## config.mk

```make
export PLATFORM = sky130hd
export DESIGN_NAME = pipeline_fetch_queue
export DESIGN_NICKNAME = d
export VERILOG_FILES = /design/src/rtl/pipeline_fetch_queue.sv
export SDC_FILE = /design/constraint.sdc
export NUM_CORES = 1
export LEC_CHECK = 0
export CAP_MARGIN = 25
export CORE_MARGIN = 3
export CORE_UTILIZATION = 50
export DETAILED_ROUTE_END_ITERATION = 10
export GPL_TIMING_DRIVEN = 0
export PLACE_DENSITY = 0.75
export SYNTH_ARGS = -nofsm -noshare
export SYNTH_HDL_FRONTEND = slang
export SYNTH_SLANG_ARGS = --single-unit
```

## constraint.sdc

```tcl
create_clock -name clk -period 4 [get_ports clk]
set_input_delay 1.2 -clock clk [delete_from_list [all_inputs] [get_ports clk]]
set_output_delay 1.2 -clock clk [all_outputs]
set_load 0.02 [all_outputs]
```

## src/rtl/pipeline_fetch_queue.sv

```systemverilog
// Fetch stage: issues imem reads, buffers in-order responses in a
// prefetch queue and drives the IF/ID register consumed by decode.
module pipeline_fetch_queue #(
    parameter int         DEPTH    = 4,
    parameter logic [7:0] RESET_PC = 8'h00
) (
    input  logic        clk,
    input  logic        rst_n,
    output logic        imem_req,
    output logic [7:0]  imem_addr,
    input  logic        imem_valid,
    input  logic [15:0] imem_rdata,
    input  logic        stall,
    input  logic        redirect_valid,
    input  logic [7:0]  redirect_pc,
    output logic [15:0] IR_out,
    output logic [7:0]  PC_out,
    output logic        inst_valid,
    output logic        halted
);

    localparam int AW = $clog2(DEPTH);
    localparam int CW = AW + 1;
    localparam logic [CW:0] DEPTH_C = DEPTH[CW:0];

    logic [7:0]    pc_ent_q [DEPTH];
    logic [15:0]   ir_ent_q [DEPTH];

    logic [CW-1:0] wr_ptr_q, wr_ptr_d;
    logic [CW-1:0] fill_ptr_q, fill_ptr_d;
    logic [CW-1:0] rd_ptr_q, rd_ptr_d;
    logic [CW-1:0] discard_q, discard_d;
    logic [7:0]    fetch_pc_q, fetch_pc_d;
    logic          halted_q, halted_d;
    logic [15:0]   ir_q, ir_d;
    logic [7:0]    pc_q, pc_d;
    logic          valid_q, valid_d;

    logic [CW-1:0] used;
    logic [CW-1:0] unfilled;
    logic [CW-1:0] rsp_dec;
    logic [CW:0]   credit;
    logic          head_filled;
    logic          issue;
    logic          rsp_fill;
    logic          rsp_drop;
    logic [AW-1:0] wr_idx;
    logic [AW-1:0] fill_idx;
    logic [AW-1:0] rd_idx;

    // Pointers carry one extra wrap bit so differences give true counts.
    assign used        = wr_ptr_q - rd_ptr_q;
    assign unfilled    = wr_ptr_q - fill_ptr_q;
    assign credit      = {1'b0, used} + {1'b0, discard_q};
    assign head_filled = (fill_ptr_q != rd_ptr_q);
    assign rsp_drop    = imem_valid && (discard_q != '0);
    assign rsp_fill    = imem_valid && (discard_q == '0);
    assign rsp_dec     = {{(CW-1){1'b0}}, imem_valid};
    assign wr_idx      = wr_ptr_q[AW-1:0];
    assign fill_idx    = fill_ptr_q[AW-1:0];
    assign rd_idx      = rd_ptr_q[AW-1:0];

    assign issue = !halted_q && !redirect_valid
                && (credit < DEPTH_C);

    assign imem_req   = issue && rst_n;
    assign imem_addr  = fetch_pc_q;
    assign IR_out     = ir_q;
    assign PC_out     = pc_q;
    assign inst_valid = valid_q;
    assign halted     = halted_q;

    always_comb begin
        wr_ptr_d   = wr_ptr_q;
        fill_ptr_d = fill_ptr_q;
        rd_ptr_d   = rd_ptr_q;
        discard_d  = discard_q;
        fetch_pc_d = fetch_pc_q;
        halted_d   = halted_q;
        ir_d       = ir_q;
        pc_d       = pc_q;
        valid_d    = valid_q;
        if (redirect_valid) begin
            // Every unfilled entry still owes a response to the old stream.
            wr_ptr_d   = '0;
            fill_ptr_d = '0;
            rd_ptr_d   = '0;
            discard_d  = discard_q + unfilled - rsp_dec;
            fetch_pc_d = redirect_pc;
            halted_d   = 1'b0;
            ir_d       = 16'h0000;
            valid_d    = 1'b0;
        end else begin
            if (issue) begin
                wr_ptr_d   = wr_ptr_q + CW'(1);
                fetch_pc_d = fetch_pc_q + 8'd1;
            end
            if (rsp_drop) begin
                discard_d = discard_q - CW'(1);
            end
            if (rsp_fill) begin
                fill_ptr_d = fill_ptr_q + CW'(1);
                if (imem_rdata[15:13] == 3'b111) begin
                    halted_d = 1'b1;
                end
            end
            if (!stall) begin
                if (head_filled) begin
                    ir_d     = ir_ent_q[rd_idx];
                    pc_d     = pc_ent_q[rd_idx];
                    valid_d  = 1'b1;
                    rd_ptr_d = rd_ptr_q + CW'(1);
                end else begin
                    ir_d    = 16'h0000;
                    valid_d = 1'b0;
                end
            end
        end
    end

    always_ff @(posedge clk) begin
        if (issue) begin
            pc_ent_q[wr_idx] <= fetch_pc_q;
        end
        if (rsp_fill && !redirect_valid) begin
            ir_ent_q[fill_idx] <= imem_rdata;
        end
    end

    always_ff @(posedge clk or negedge rst_n) begin
        if (!rst_n) begin
            wr_ptr_q   <= '0;
            fill_ptr_q <= '0;
            rd_ptr_q   <= '0;
            discard_q  <= '0;
            fetch_pc_q <= RESET_PC;
            halted_q   <= 1'b0;
            ir_q       <= 16'h0000;
            pc_q       <= 8'h00;
            valid_q    <= 1'b0;
        end else begin
            wr_ptr_q   <= wr_ptr_d;
            fill_ptr_q <= fill_ptr_d;
            rd_ptr_q   <= rd_ptr_d;
            discard_q  <= discard_d;
            fetch_pc_q <= fetch_pc_d;
            halted_q   <= halted_d;
            ir_q       <= ir_d;
            pc_q       <= pc_d;
            valid_q    <= valid_d;
        end
    end

endmodule
```

==> results of run 1 <==
-- metal layers --
metal | share of wire | vias to the layer above | track usage
met5 | 0 | - | 0
met4 | 0.0098 | 0 | 0.0657
met3 | 0.042 | 6 | 0.0463
met2 | 0.52 | 79 | 0.302
met1 | 0.42 | 1642 | 0.236
li1 | - | 1437 | -
-- synth_stat cells (2+ instances only) --
master	number	area share
fa_1	5	0.017
and3_1	3	0.0032
ha_1	16	0.034
nand2_1	10	0.0063
buf_2	2	0.0017
buf_6	3	0.0057
nand3_1	5	0.0042
dfrtp_1	46	0.19
a21oi_1	3	0.0025
mux2_2	9	0.017
and2_1	10	0.011
xor2_1	9	0.013
xnor2_1	11	0.016
nor2_1	10	0.0063
mux4_2	24	0.091
nand3b_1	2	0.0025
clkbuf_1	7	0.0044
mux2i_1	4	0.0067
xnor2_2	2	0.0055
mux2_4	3	0.0076
nand4_1	4	0.0042
a22o_1	16	0.024
inv_1	12	0.0076
o21ai_0	6	0.0051
edfxtp_1	96	0.49
-- timing repair --
item                                    in CTS  in global routing
endpoints found under the setup margin       1                  1
buffers inserted                             6                  2
resized for setup                           15                  4
pin swaps                                    4                  5
hold endpoints to repair                     0                  0
-- power breakdown --
group	switching [uW]	internal [uW]	total, uW
combinational	651	689	1340
sequential	150	1800	1950
clock	576	998	1570
total	1380	3480	4860
-- kinds of logic after synthesis --
family	Yosys count	share of synthesized area
buffers and inverters	27	0.0246
muxes	40	0.122
AOI/OAI and AO/OA	29	0.0392
xor gates and xnor gates	22	0.0350
DFF	142	0.679
and+or+nand+nor	51	0.0491
adders and majority gates	21	0.0506
-- how the worst max path moves through the flow --
stage / from / endpoint / slack [ns] / cells past startpoint
final: wr_ptr_q[0] / imem_req / 0.03 / 12
after floorplan: rd_ptr_q[1] / imem_req / 0.1 / 11
after detailed placement: rd_ptr_q[1] / imem_req / -0.87 / 12
after global placement: rst_n / imem_req / -1.45 / 3
after global routing: wr_ptr_q[0] / imem_req / -0.07 / 12
after CTS: wr_ptr_q[0] / imem_req / -0.09 / 12
-- layout make-up --
cell class	instances	area, sq um
fillers	793	4060
flip-flops and latches	142	4040
multi-input cells	163	1790
repair buffers	72	707
clock buffers	22	454
well taps	143	179
clock inverters	10	136
plain buffers	14	106
inverters	12	45.0
-- through the flow --
stage               total power (uW)  setup slack (ns)  hold slack [ns]
global route                    5110           -0.0671            0.518
global placement                3160             -1.45            0.462
CTS                             4870           -0.0874            0.488
detailed placement              3210            -0.874            0.472
finish                          4860            0.0317            0.486
floorplan                       2780            0.0961            0.474
-- registers in the layout, summed over array words and instances (netlist names), 3 cells and up --
signal	flops
imem_addr	8
ir_ent_q	64
fill_ptr_q	3
discard_q	3
IR_out	16
PC_out	8
wr_ptr_q	3
pc_ent_q	32
rd_ptr_q	3
-- critical path, stage by stage, from the launching register on --
cell,delay [ns]
dfrtp_2,0.41
inv_2,0.09
ha_4,0.13
inv_2,0.03
fa_2,0.36
xor2_2,0.15
xnor2_1,0.14
ha_1,0.32
nor4_4,0.22
nand2_2,0.13
nor2_4,0.11
and2_4,0.15
buf_6,0.11
==> out/metrics.yaml, run 1 <==
status:
  outcome: "complete, no violations"
placed_design:
  dp.cells: 539
  dp_hpwl_um: 7300
  dpl-instance-area_sq_um: 6770
  io_buffers: 63
  globalplace.congestion: 0.775
timing:
  grt_setup_unrepaired: "yes"
  fin_skew_ns: 0.00811
  fmax_mhz: 252
  relSlewSlack: 0.406
  slew_violations: 0
  setup_viol: 0
  hold_viol_final: 0
  tightest_slew_ns: 0.891
  setup-tns-final_ns: 0
  finalCritPeriodShare: 0.992
  final.min_clock_period_ns: 3.97
worst_setup_path:
  crit_required_ns: 2.80
  critPathLaunchType: "flip-flop"
  r2r_cells: 13
  critical_path_class: "reg -> out"
  critPathCaptureType: "output pin"
  r2r-start: "wr_ptr_q[0]"
  rr_endpoint: "pc_ent_q[0][3]"
  ff2ff_setup_slack_ns: 0.93
  cp_max_fo: 2
  arrival_ns: 2.77
drt:
  dr.first_iter.drc_count: 185
  num_vias: 3164
  wirelength_um: 11100
  route.detailed.drc: 0
  ant_nets: 0
  dr.pass1.iters: 4
  viasPerCell: 5.47
  drt-wirelength-per-cell_um: 19.2
logic_synthesis:
  ys_seq_area_frac: 0.679
  yosys_warnings: 0
  synth_flop_cell: "edfxtp_1"
  synth.distinct_cells: 39
  synth_area_sq_um: 5940
  syn_avg_cell_area_sq_um: 17.9
  synth_edf_count: 96
  synth-seq-cells: 142
  synthCells: 332
  async_flop_share: 0.324
  syn_nets: 382
cts:
  postCtsHoldBufs: 0
  insertion_delay_ns: 0.41
  numCtsBuffers: 17
  cts_tree: "done"
  root_buffer: "clkbuf_16"
  clk_pin_slew_ns: 0.06
  cts_buffer_depth: 2
  clock-sinks: 142
  htreeDepth: 4
grt:
  grt-ovfl-total: 0
  grt_pass1_vias: 3456
  grt_antenna_before_repair: 0
  grt_util_all_layers: 0.182
  grt_pass1_wl_um: 18000
  grt_max_degree: 31
cells_and_area:
  stdcell_count: 578
  drive_gt1_frac: 0.223
  layout_commonest_cell: "edfxtp_1"
  final_cell_mix: "edfxtp_1, clkdlybuf4s50_1, dfrtp_1"
  fin_nets: 472
  syn_to_final_growth_pct: 25.6
  antenna_cells: 0
  fin_area_sq_um: 7460
  fin_util: 0.648
die:
  ios: 64
  dieHeight_um: 115
  fp.dieW_um: 115
  num_rows: 39
  start_util: 0.516
  coreArea_sq_um: 11500
  dieArea_sq_um: 13200
pwr:
  p_per_area_nw_per_um2: 652
  max-vdd-ir-drop_mv: 0.297
  leakagePower_uw: 0.00277
job:
  drv_cap: 0
worst_hold_path:
  hold_class: "reg -> reg"
  min_path_cells: 1
  hold_start: "inst_valid"
  hold_end: "inst_valid"
Power figures use the tool's default switching activity.
==> run 2: changes to the inputs <==
--- a/config.mk
+++ b/config.mk
@@ -8,6 +8,7 @@
 export CAP_MARGIN = 25
 export CORE_MARGIN = 3
 export CORE_UTILIZATION = 50
+export CTS_CLUSTER_SIZE = 14
 export DETAILED_ROUTE_END_ITERATION = 10
 export GPL_TIMING_DRIVEN = 0
 export PLACE_DENSITY = 0.75
==> results of run 2 <==
The final DEF is identical to that of run 1; final timing and power are the same.
==> run 3: changes to the inputs <==
==> constraint.sdc (replaced) <==
create_clock -name clk -period 4 [get_ports clk]
set_input_delay 1.2 -clock clk [delete_from_list [all_inputs] [get_ports clk]]
set_output_delay 1.2 -clock clk [all_outputs]
set_load 0.005 [all_outputs]
==> run 3 against run 2 <==
Net effect:
- critical path depth unchanged
- largest power group unchanged
- via count increased by 1.3%
- non-clock buffer count up 5
- flip-flop and latch count did not move
- cell area up 0.76%
- power decreased by 0.55%
- utilization grew 0.49 points
- maximum frequency increased by 1.5%
- routed wire length is 0.54% higher
==> out/metrics.yaml, run 3 (synthesized netlist as in run 1, its figures left out) <==
grt:
  grt_max_degree: 30  # -3.2%
  grt_antenna_before_repair: 0  # unchanged
  grt_pass1_wl_um: 17700  # -1.9%
  grt_util_all_layers: 0.180  # -0.00212
  grt_pass1_vias: 3311  # -4.2%
  grt-ovfl-total: 0  # unchanged
cts:
  numCtsBuffers: 17  # unchanged
  insertion_delay_ns: 0.42  # about the same
  cts_tree: "done"
  htreeDepth: 4  # unchanged
  root_buffer: "clkbuf_16"
  postCtsHoldBufs: 0  # unchanged
  cts_buffer_depth: 2  # unchanged
  clk_pin_slew_ns: 0.05  # about the same
  clock-sinks: 142  # unchanged
cells_and_area:
  largest_reg_flops: 64  # unchanged
  layout_commonest_cell: "edfxtp_1"
  drive_gt1_frac: 0.232  # +0.00883
  antenna_cells: 0  # unchanged
  final_cell_mix: "edfxtp_1, clkdlybuf4s50_1, dfrtp_1"
  regMostFlops: "ir_ent_q"
  fin_nets: 477  # +1.1%
  syn_to_final_growth_pct: 26.5
pwr:
  max-vdd-ir-drop_mv: 0.273  # -8.3%
  leakagePower_uw: 0.00279  # +0.91%
  combPwrFrac: 0.261  # -0.015
  netSwitchingFraction: 0.267  # -0.0168
  power_uw: 4830  # -0.55%
  sequentialPowerShare: 0.403  # +0.003
  switchingPower_uw: 1290  # -6.5%
  intPower_uw: 3550  # +1.8%
  p_per_area_nw_per_um2: 643  # -1.3%
  p_clk_frac: 0.336  # +0.012
placed_design:
  dp_slack_ns: -1.08  # -0.203 ns
  dp_hpwl_um: 7190  # -1.5%
  globalplace.congestion: 0.795  # +2.7%
  io_buffers: 63  # unchanged
worst_setup_path:
  cpMostUsedCell: "inv_2"
  crit_required_ns: 2.80  # about the same
  worstPathCellList: "inv_2 -> ha_4 -> inv_2 -> fa_2 -> xor2_2 -> xnor2_1 -> ha_1 -> nor4_4 -> nand2_2 -> nor2_4 -> and2_4 -> buf_6"
  critPathLaunchType: "flip-flop"
  cpMaxStageDelayCell: "dfrtp_2"
  arrival_ns: 2.71  # -0.06 ns
  cp_max_fo: 2  # unchanged
  critical_path_class: "reg -> out"
  path_delay_family: "adder cells"
  crit_buf_inv: 3  # unchanged
  cp_slowest_stage_delay_ns: 0.41  # about the same
  critPathCaptureType: "output pin"
die:
  num_rows: 39  # unchanged
  ios: 64  # unchanged
  dieHeight_um: 115  # unchanged
  dieArea_sq_um: 13200  # unchanged
  start_util: 0.516  # unchanged
  coreArea_sq_um: 11500  # unchanged
  fp.dieW_um: 115  # unchanged
drt:
  viasPerCell: 5.50  # +0.43%
  wirelength_um: 11200  # +0.54%
  num_vias: 3205  # +1.3%
  dr.pass1.iters: 4  # unchanged
  ant_nets: 0  # unchanged
  route.detailed.drc: 0  # unchanged
  drt-wirelength-per-cell_um: 19.2  # -0.32%
  dr.first_iter.drc_count: 181  # -2.2%
timing:
  hold_viol_final: 0  # unchanged
  tightest_slew_ns: 0.927  # +0.0364 ns
  slew_violations: 0  # unchanged
  final.min_clock_period_ns: 3.91  # -0.0592 ns
  fin_skew_ns: 0.0133  # +0.00523 ns
  fmax_mhz: 256  # +1.5%
  timing.hold.ws_ns: 0.486  # -0.000264 ns
  setup_viol: 0  # unchanged
  finalCritPeriodShare: 0.977  # -0.0148
  setup_ws_ns: 0.0909  # +0.0592 ns
  relSlewSlack: 0.382  # -0.0242
job:
  drv_cap: 0  # unchanged
worst_hold_path:
  hold_class: "reg -> reg"
status:
  outcome: "complete, no violations"
[run 3: changes by cell type in the layout (fill, tap and decap cells not counted), sizes merged]
cell      before  now
clkinv         5    4
clkinvlp       0    1
inv           14   13
bufinv         3    4
buf           19   24
[run 3: worst register-to-register path: stages (launching register included)]
cell and delay [ns]:
dfrtp_2 0.41, inv_2 0.08, ha_4 0.13, inv_2 0.04
fa_2 0.36, xor2_2 0.15, xnor2_1 0.13, ha_1 0.31
nor4_4 0.21, nand2_2 0.12, nor2_4 0.11, buf_4 0.12
buf_4 0.11, and2_1 0.39
[run 3: what timing repair did]
item                       CTS  global route
setup endpoints to repair   18             1
pin swaps                    6             4
gates resized for setup     17             3
buffers inserted            12             1
[run 3: routing by layer]
| metal | up-vias | part of all wire | track usage | wire, um |
|---|---|---|---|---|
| met1 | 1647 | 0.42 | 0.237 | 4730 |
| li1 | 1455 | - | - | - |
| met3 | 14 | 0.041 | 0.0453 | 455 |
| met4 | 0 | 0.012 | 0.0673 | 132 |
| met2 | 89 | 0.52 | 0.294 | 5860 |
| met5 | - | 0 | 0 | 0 |
[run 3: worst paths after layout]
path                              from        endpoint  slack, ns  depth (start not counted)
setup / recovery           wr_ptr_q[0]        imem_req       0.09                         12
hold / removal              inst_valid      inst_valid       0.49                          1
setup reg to reg           wr_ptr_q[0]  pc_ent_q[2][3]       0.98                         13
hold reg to reg             inst_valid      inst_valid       0.49                          1
max in group asynchronous        rst_n     wr_ptr_q[0]       2.71                          2
min in group asynchronous        rst_n       IR_out[2]       0.75                          1
[run 3: layout make-up]
type                            count  area (sq um)
Buffer                             14           108
Sequential cell                   142          4040
Timing Repair Buffer               77           744
Tap cell                          143           179
Clock inverter                     10           164
Inverter                           12          45.0
Multi-Input combinational cell    163          1790
Fill cell                         791          4000
Clock buffer                       22           444
[run 3: power by group through the flow]
stage / combinational, uW / sequential, uW / clock, uW
floorplan: 746 / 1930 / 0
global placement: 1100 / 1960 / 0
detailed placement: 1130 / 1980 / 0
CTS: 1270 / 1950 / 1650
global route: 1380 / 1970 / 1710
finish: 1260 / 1950 / 1630
[run 3: per-stage QoR]
step	utilization	setup TNS, ns	cells	area, sq um
final	0.652	0	583	7510
after global routing	0.652	-0.0329	583	7510
after CTS	0.651	-0.0195	582	7500
after detailed placement	0.587	-1.31	539	6760
after global placement	0.586	-1.55	538	6750
after floorplan	-	0	332	5940
